===== config.mk =====
export PLATFORM = sky130hd
export DESIGN_NAME = rr_priority_encoder
export DESIGN_NICKNAME = d
export VERILOG_FILES = /design/src/rtl/rr_priority_encoder.sv
export SDC_FILE = /design/constraint.sdc
export NUM_CORES = 1
export LEC_CHECK = 0
export CORE_MARGIN = 4
export CORE_UTILIZATION = 43
export DETAILED_ROUTE_END_ITERATION = 10
export PLACE_DENSITY = 0.75
export RECOVER_POWER = 50
export SYNTH_ARGS = -nofsm -noshare
export SYNTH_HDL_FRONTEND = slang
export SYNTH_SLANG_ARGS = --single-unit

===== constraint.sdc =====
create_clock -name clk -period 2.2 [get_ports clk]
set_clock_uncertainty 0.15 [all_clocks]
set_input_delay 0.33 -clock clk [delete_from_list [all_inputs] [get_ports clk]]
set_output_delay 0.33 -clock clk [all_outputs]
set_load 0.02 [all_outputs]

===== src/rtl/rr_priority_encoder.sv =====
// Registered priority encoder with fixed (highest index) and round-robin modes.
// Round-robin pointer names the highest-priority index and walks downward.
module rr_priority_encoder #(
  parameter int N = 8,
  parameter int W = $clog2(N)
) (
  input  logic         clk,
  input  logic         rst,
  input  logic         en,
  input  logic         mode,
  input  logic [N-1:0] d_in,
  output logic [W-1:0] d_out,
  output logic         valid,
  output logic [N-1:0] grant
);

  logic [W-1:0] ptr;
  logic [N-1:0] lo_mask;
  logic [N-1:0] lo_req;
  logic [W-1:0] fp_idx;
  logic [W-1:0] rr_idx;
  logic [W-1:0] sel_idx;
  logic [W-1:0] ptr_nxt;
  logic [N-1:0] sel_onehot;
  logic         hit;

  function automatic logic [W-1:0] msb_idx(input logic [N-1:0] v);
    msb_idx = '0;
    for (int i = 0; i < N; i++) begin
      if (v[i]) msb_idx = W'(i);
    end
  endfunction

  // Round-robin order ptr..0 then N-1..ptr+1 equals: highest request at or
  // below ptr if any, otherwise the highest request overall.
  always_comb begin
    lo_mask = '0;
    for (int i = 0; i < N; i++) begin
      lo_mask[i] = (W'(i) <= ptr);
    end
  end

  assign lo_req = d_in & lo_mask;
  assign hit    = |d_in;
  assign fp_idx = msb_idx(d_in);
  assign rr_idx = (|lo_req) ? msb_idx(lo_req) : fp_idx;

  always_comb begin
    sel_idx = fp_idx;
    unique case (1'b1)
      mode:  sel_idx = rr_idx;
      !mode: sel_idx = fp_idx;
    endcase
  end

  assign ptr_nxt = (sel_idx == '0) ? W'(N - 1)
                                   : sel_idx - W'(1);
  assign sel_onehot = N'(1) << sel_idx;

  always_ff @(posedge clk) begin
    if (rst) begin
      d_out <= '0;
      valid <= 1'b0;
      grant <= '0;
      ptr   <= W'(N - 1);
    end else if (en) begin
      if (hit) begin
        d_out <= sel_idx;
        valid <= 1'b1;
        grant <= sel_onehot;
        if (mode) ptr <= ptr_nxt;
      end else begin
        d_out <= '0;
        valid <= 1'b0;
        grant <= '0;
      end
    end
  end

endmodule


== Word level (Yosys, flattened, before mapping) ==
Cells that the tools add are included.

* Magnitude comparators: 8
* Bitwise gates (word level): 1
* Reductions and logical operators: 5
* Multiplexer cells: 20
* Add/sub/neg operators: 1
* Shifts and indexed selects: 1

{| class="wikitable"
|+ Operator list
! kind !! number
|-
| 2-to-1 mux 3 bit || 15
|-
| OR reduction 8 bit || 2
|-
| <= comparator 3 bit, first input constant || 4
|-
| AND 8 bit || 1
|-
| 2-to-1 mux 8 bit || 1
|-
| left shift 1 x 3 -> 8 bit, first input constant || 1
|-
| <= comparator 1 x 3 -> 1 bit, first input constant || 2
|-
| <= comparator 2 x 3 -> 1 bit, first input constant || 2
|-
| one-hot mux 3 bit (2 select lines) || 1
|-
| zero test 3 bit || 1
|-
| 2-to-1 mux 1 bit || 3
|-
| AND reduction 3 bit || 1
|-
| subtractor 3 x 1 -> 3 bit, second input constant || 1
|-
| zero test 1 bit || 1
|}

* Output and inout bits: 12
* Register bits: 15
* Logic and storage cells: 40

== Depth between registers and ports, before layout ==
Gate-level depths: netlist of run 1.

* Depth in word-level cells: 13
* Mapped depth: 9
* Gate-level depth less buffers: 8

== Least setup slack after synthesis of run 1 ==
Ideal clock, no wire load.

* Kind: register -> register
* Start: reg ptr[0]
* End: reg ptr[0]
* Path buffers: 1
* Arrival time: 1.925 ns
* Stages on the path, launching flop included: 9
* Clock period less this slack: 2.200 ns
* Path slack: 0.000 ns
* Required time: 1.925 ns
* Setup time: 0.125 ns
* Cells stage by stage: dfxtp_1 -> buf_4 -> nor3_2 -> nor2_1 -> o32ai_1 -> a21oi_1 -> ha_1 -> ha_1 -> o41a_1

* Longest elaborated chain between the ends: 13
* Elaborated cells between the ends (all ways): 22
* Classes of those cells: add/sub: 1; order compare: 8; mux: 10; bitwise: 1; reduce/logical: 2

{| class="wikitable"
|+ Ends and longest elaborated chain
! what !! RTL line !! source
|-
| start, declared || 17 || <nowiki>logic [W-1:0] ptr;</nowiki>
|-
| start signal, assigned || 65 || <nowiki>ptr <= W'(N - 1);</nowiki>
|-
| start signal, assigned || 71 || <nowiki>if (mode) ptr <= ptr_nxt;</nowiki>
|-
| <= comparator 1 x 3 -> 1 bit || 39 || <nowiki>lo_mask[i] = (W'(i) <= ptr);</nowiki>
|-
| AND 8 bit * || 43 || <nowiki>assign lo_req = d_in & lo_mask;</nowiki>
|-
| 2-to-1 mux 1 bit || 30 || <nowiki>if (v[i]) msb_idx = W'(i);</nowiki>
|-
| 2-to-1 mux 3 bit (6 in series) || 30 ||
|-
| 2-to-1 mux 3 bit * || 46 || <nowiki>assign rr_idx = (|lo_req) ? msb_idx(lo_req) : fp_idx;</nowiki>
|-
| one-hot mux 3 bit (2 select lines) * || 50 || <nowiki>unique case (1'b1)</nowiki>
|-
| subtractor 3 x 1 -> 3 bit / zero test 3 bit (equally long branches) || 57, 56 ||
|-
| 2-to-1 mux 3 bit * || 56 || <nowiki>assign ptr_nxt = (sel_idx == '0) ? W'(N - 1)</nowiki>
|}

Mark *: on every way between the ends. The rest lies on a longest branch, timed or not.
A chain may end at the register's enable or synchronous reset.

== Worst setup path after layout of run 1 ==
* Start: reg ptr[2]
* End: reg ptr[1]

The elaborated chain is that of the path after synthesis.

==> results of run 1 <==
-- routing by layer --
layer	vias up	wire length [um]	track usage [%]
met1	460	1160	25.8
li1	487	-	-
met4	0	34	7.47
met3	5	103	5.99
met2	14	1250	30.9
met5	-	0	0
-- worst max-delay path, stage by stage (launching register included) --
cell	delay, ps
dfxtp_4	400
o31ai_4	300
o211ai_2	160
o21ai_2	200
mux2i_2	290
inv_1	100
ha_1	290
nor2_1	40
a211o_1	220
-- metrics by stage --
| step | setup WS [ps] | TNS, ps | power [W] |
|---|---|---|---|
| after floorplan | 15.9 | 0 | 0.000433 |
| after global placement | -470 | -3900 | 0.000545 |
| after detailed placement | -551 | -4550 | 0.000551 |
| after CTS | -54.7 | -150 | 0.000729 |
| after global routing | -182 | -1020 | 0.000767 |
| final | -55.2 | -152 | 0.000729 |
-- state kept, by name (all words and copies together), names as in the netlist --
signal	cells
ptr	3
d_out	3
valid	1
grant	8
-- report_power, final --
part	leakage [nW]	switching [W]	internal, W	total [W]
Sequential	0.123	0.0000192	0.000289	0.000308
Clock	0.0150	0.0000851	0.0000705	0.000156
Combinational	0.486	0.000133	0.000133	0.000266
Total	0.623	0.000237	0.000492	0.000729
-- cell families (layout without fill, tap and decap cells) --
| group | count (synthesis) | in the layout | synth area share, % |
|---|---|---|---|
| and+or+nand+nor | 32 | 32 | 18.4 |
| AOI/OAI and AO/OA | 38 | 38 | 33.5 |
| muxes | 1 | 1 | 1.08 |
| DFF | 15 | 15 | 32.4 |
| buffers and inverters | 11 | 58 | 6.49 |
| adders and majority gates | 6 | 6 | 8.11 |
-- layout make-up --
type	instances	share of cell area [%]
Timing Repair Buffer	47	28.0
Tap cell	27	2.31
Multi-Input combinational cell	77	44.8
Sequential cell	15	21.1
Clock buffer	4	1.80
Inverter	7	1.97
-- repair_timing --
item / CTS / global route
pin swaps: 11 / 1
gates cloned: 0 / 0
endpoints found under the setup margin: 11 / 9
gates resized for setup: 28 / 2
buffers inserted: 2 / 0
-- placed cells by master (no fill, tap or decap), types with 3 or more instances in the layout --
cell type	count
a21oi_1	5
a21oi_2	3
a32o_1	6
buf_4	22
clkbuf_4	3
clkdlybuf4s50_1	8
dfxtp_1	12
dlygate4sd2_1	7
dlygate4sd3_1	8
ha_2	3
inv_1	6
nand2_1	9
nor2_1	12
o21ai_1	3
-- path summary, 6_finish.rpt --
kind / slack (ps) / start / endpoint
setup / recovery: -60 / ptr[2]$_SDFFE_PP1P_ / ptr[1]$_SDFFE_PP1P_
setup reg to reg: -60 / ptr[2]$_SDFFE_PP1P_ / ptr[1]$_SDFFE_PP1P_
hold / removal: 300 / d_out[1]$_SDFFE_PP0P_ / d_out[1]$_SDFFE_PP0P_
hold reg to reg: 300 / d_out[1]$_SDFFE_PP0P_ / d_out[1]$_SDFFE_PP0P_
==> impl_metrics.yaml, run 1 <==
status:
  status: "complete, but fails checks"
  violations: "negative setup slack"
synthesis:
  synth_top_area_share_pct: 32.4
  synth_warnings: 0
  synth_common_cells: "dfxtp_1 (15), nor2_1 (12), nand2_1 (9)"
  yosys.area.top_type: "dfxtp_1"
  yosys.cell_count.top_type: "dfxtp_1"
  synth_cell_types: 39
  synthCells: 103
  ys.flop_type: "dfxtp_1"
  synthTopCellsByArea: "dfxtp_1 (32%), ha_1 (8.1%), a32o_1 (6.5%)"
  synth_edf_count: 0
  synth_nets: 121
  syn_area_per_cell_um2: 8.99
  synthArstFlopShare_pct: 0
  synth_area_um2: 926
  ys_seq_area_share_pct: 32.4
  ys_ff_latch: 15
floorplan:
  die_area_um2: 2960
  std_cell_rows: 16
  ioPinCount: 24
  die_w_um: 54.4
  core-area_um2: 2000
  floorplan.initialDensity_pct: 46.3
  die_height_um: 54.4
critical_path:
  reg2regPathDepth: 8
  crit_path_start_kind: "register"
  criticalPathCategory: "reg -> reg"
  arrival_ps: 2280
  critPathRequiredTime_ps: 2230
  crit_fanout: 8
  end_kind: "register"
clock_tree:
  cts.htree.levels: 1
  cts_made_buffers: 3
  root_buffer: "clkbuf_4"
  cts_tree: "done"
  cts_hold_buf: 0
  cts_buffer_depth: 2
  cts.sinks: 15
  clk_pin_slew_ps: 90
  clk_latency_ps: 280
min_path:
  worstHoldPathType: "reg -> reg"
  whs_path_depth: 2
power:
  power.density_nw_per_um2: 498
  p_leak_nw: 0.623
  irDropWorstVdd_uv: 432
sta:
  finalSetupViolCount: 5
  tightest_slew_ps: 382
  final_hold_viol_count: 0
  post-route-min-period_ps: 2260
  slew_headroom_pct: 74.5
  timing.fmax_mhz: 443
  post-route-period-util_pct: 103
  rsz0062_at_grt: "true"
  final_max_slew_viol_count: 0
  worst_slack_ps: -55.2
  hold-worst-slack_ps: 299
flow_run:
  max_cap_violations: 0
routing:
  drt-total-wl_um: 2550
  drt-pass1-iter-count: 4
  vias_per_cell: 5.46
  drcViolationCount: 0
  wl_per_cell_um: 14.4
  detail-route-antenna-nets: 0
  initialDrtViolationCount: 15
  vias: 966
layout:
  synthToLayoutAreaGrowth_pct: 58.0
  finalNonFillerCells: 177
  fin_util_pct: 73.1
  drive_above_1_share_pct: 37.3
  fillers: 148
  multiInputGateArea_um2: 656
  fin_nets: 169
  diodes: 0
  fin_area_um2: 1460
  regArea_um2: 309
placed_design:
  placed_cell_area_um2: 1330
  dp.cells: 171
  routabilityCongestion: 0.869
  hpwl_um: 1920
  portBuffers: 23
global_routing:
  grt_antenna_before_repair: 0
  grt_max_degree: 12
  grt_pass1_vias: 934
  track_usage_pct: 19.9
  overflow: 0
  grt_first_pass_wirelength_um: 4150
Power figures use the tool's default switching activity.
==> run 2, diff against run 1 <==
--- a/config.mk
+++ b/config.mk
@@ -10,6 +10,7 @@
 export DETAILED_ROUTE_END_ITERATION = 10
 export PLACE_DENSITY = 0.75
 export RECOVER_POWER = 50
+export SKIP_LAST_GASP = 1
 export SYNTH_ARGS = -nofsm -noshare
 export SYNTH_HDL_FRONTEND = slang
 export SYNTH_SLANG_ARGS = --single-unit
==> run 2 against run 1 <==
  * The flow still finishes with violations (negative setup slack)
  * Worst setup slack is the same
  * First-iteration DRC count did not move
  * Power stayed put
  * Sequential share of layout area is the same
  * Combinational power about the same
  * Die area unchanged
  * Cell count unchanged
==> impl_metrics.yaml, run 2 (synthesis results as in run 1) <==
sta:
  slew_headroom_pct: 74.5
  final_hold_viol_count: 0
  tightest_slew_ps: 382
  rsz0062_at_grt: "true"
  final_max_slew_viol_count: 0
  worst_slack_ps: -55.2
  hold-worst-slack_ps: 299
  timing.fmax_mhz: 443
  post-route-min-period_ps: 2260
  post-route-period-util_pct: 103
  finalSetupViolCount: 5
min_path:
  min_from: "d_out[1]$_SDFFE_PP0P_"
  whs_path_depth: 2
  worstHoldPathType: "reg -> reg"
  hold_end: "d_out[1]$_SDFFE_PP0P_"
routing:
  initialDrtViolationCount: 15
  detail-route-antenna-nets: 0
  drt-pass1-iter-count: 4
  vias_per_cell: 5.46
  vias: 966
  drt-total-wl_um: 2550
  drcViolationCount: 0
  wl_per_cell_um: 14.4
layout:
  final_cell_mix: "buf_4 (22), nor2_1 (12), dfxtp_1 (12)"
  diodes: 0
  drive_above_1_share_pct: 37.3
  fin_area_um2: 1460
  fin_nets: 169
  final_common_cell: "buf_4"
  synthToLayoutAreaGrowth_pct: 58.0
  largest_register_ffs: 8
  multiInputGateArea_um2: 656
  fillers: 148
  top_regs: "grant x8, d_out x3, ptr x3"
  regMostFlops: "grant"
  regArea_um2: 309
floorplan:
  core-area_um2: 2000
  ioPinCount: 24
  die_area_um2: 2960
  floorplan.initialDensity_pct: 46.3
  die_height_um: 54.4
  std_cell_rows: 16
  die_w_um: 54.4
flow_run:
  max_cap_violations: 0
critical_path:
  end_kind: "register"
  worstPathCellList: "o31ai_4 -> o211ai_2 -> o21ai_2 -> mux2i_2 -> inv_1 -> ha_1 -> nor2_1 -> a211o_1"
  critical-path-top-delay-family: "compound AO/OA/AOI/OAI gates"
  criticalPathCategory: "reg -> reg"
  r2r_setup_slack_ps: -60
  r2r-end: "ptr[1]$_SDFFE_PP1P_"
  critical_path_depth: 8
  crit_fanout: 8
  cp_num_buf_inv: 1
  worstSetupStartpoint: "ptr[2]$_SDFFE_PP1P_"
  reg2regPathDepth: 8
  arrival_ps: 2280
  critPathRequiredTime_ps: 2230
  rr_startpoint: "ptr[2]$_SDFFE_PP1P_"
  cp_slowest_cell: "dfxtp_4"
  crit_path_start_kind: "register"
  worst_path_largest_cell_delay_ps: 400
clock_tree:
  cts_made_buffers: 3
  cts_buffer_depth: 2
  clk_latency_ps: 280
  cts.sinks: 15
  clk_pin_slew_ps: 90
  root_buffer: "clkbuf_4"
  cts_tree: "done"
  cts.htree.levels: 1
status:
  violations: "negative setup slack"
  status: "complete, but fails checks"
power:
  irDropWorstVdd_uv: 432
  p_leak_nw: 0.623
  power.density_nw_per_um2: 498
placed_design:
  hpwl_um: 1920
  routabilityCongestion: 0.869
  placed_cell_area_um2: 1330
  portBuffers: 23
global_routing:
  grt_max_degree: 12
  track_usage_pct: 19.9
  grt_pass1_vias: 934
  grt_antenna_before_repair: 0
  overflow: 0
  grt_first_pass_wirelength_um: 4150
-- run 2: cell counts in the layout (fill, tap and decap cells not counted) --
Identical to the previous run, type by type.
-- run 2: what timing repair did --
action / CTS / global route
setup endpoints to repair: 11 / 9
pin swaps: 11 / 1
resized for setup: 28 / 2
setup buffers: 2 / 0
endpoints found under the hold margin: 0 / 0
hold buffers: 0 / 0
-- run 2: how the worst max path moves through the flow --
stage,endpoint,slack [ps]
6_report,ptr[1]$_SDFFE_PP1P_,-60
5_1_grt,ptr[1]$_SDFFE_PP1P_,-180
4_1_cts,ptr[1]$_SDFFE_PP1P_,-50
3_5_place_dp,ptr[0]$_SDFFE_PP1P_,-550
3_3_place_gp,ptr[0]$_SDFFE_PP1P_,-470
2_1_floorplan,ptr[1]$_SDFFE_PP1P_,20
-- run 2: routing by layer --
layer	vias up	track usage (%)	part of all wire, %
li1	487	-	-
met1	460	25.8	46
met2	14	30.9	49
met3	5	5.99	4.0
met4	0	7.47	1.3
met5	-	0	0
-- run 2: area by class of cell --
| class | count | share of cell area [%] |
|---|---|---|
| inverters | 7 | 1.97 |
| flip-flops and latches | 15 | 21.1 |
| well taps | 27 | 2.31 |
| multi-input cells | 77 | 44.8 |
| repair buffers | 47 | 28.0 |
| clock buffers | 4 | 1.80 |
-- run 2: through the flow --
| stage | total power, W | worst slack [ps] | TNS, ps | utilization, % | cells |
|---|---|---|---|---|---|
| after floorplan | 0.000433 | 15.9 | 0 | - | 103 |
| after global placement | 0.000545 | -470 | -3900 | 66.4 | 171 |
| after detailed placement | 0.000551 | -551 | -4550 | 66.4 | 171 |
| after CTS | 0.000729 | -54.7 | -150 | 72.6 | 177 |
| after global routing | 0.000767 | -182 | -1020 | 73.1 | 177 |
| final | 0.000729 | -55.2 | -152 | 73.1 | 177 |
-- run 2: worst register-to-register path: stages (launching register included) --
cell and delay (ps):
dfxtp_4 400, o31ai_4 300, o211ai_2 160, o21ai_2 210, mux2i_2 290, inv_1 100, ha_1 290, nor2_1 40
a211o_1 220
-- run 2: power by group --
part	internal (W)	switching (W)	total, W
registers	0.000289	0.0000192	0.000308
clock network	0.0000705	0.0000851	0.000156
logic	0.000133	0.000133	0.000266
total	0.000492	0.000237	0.000729
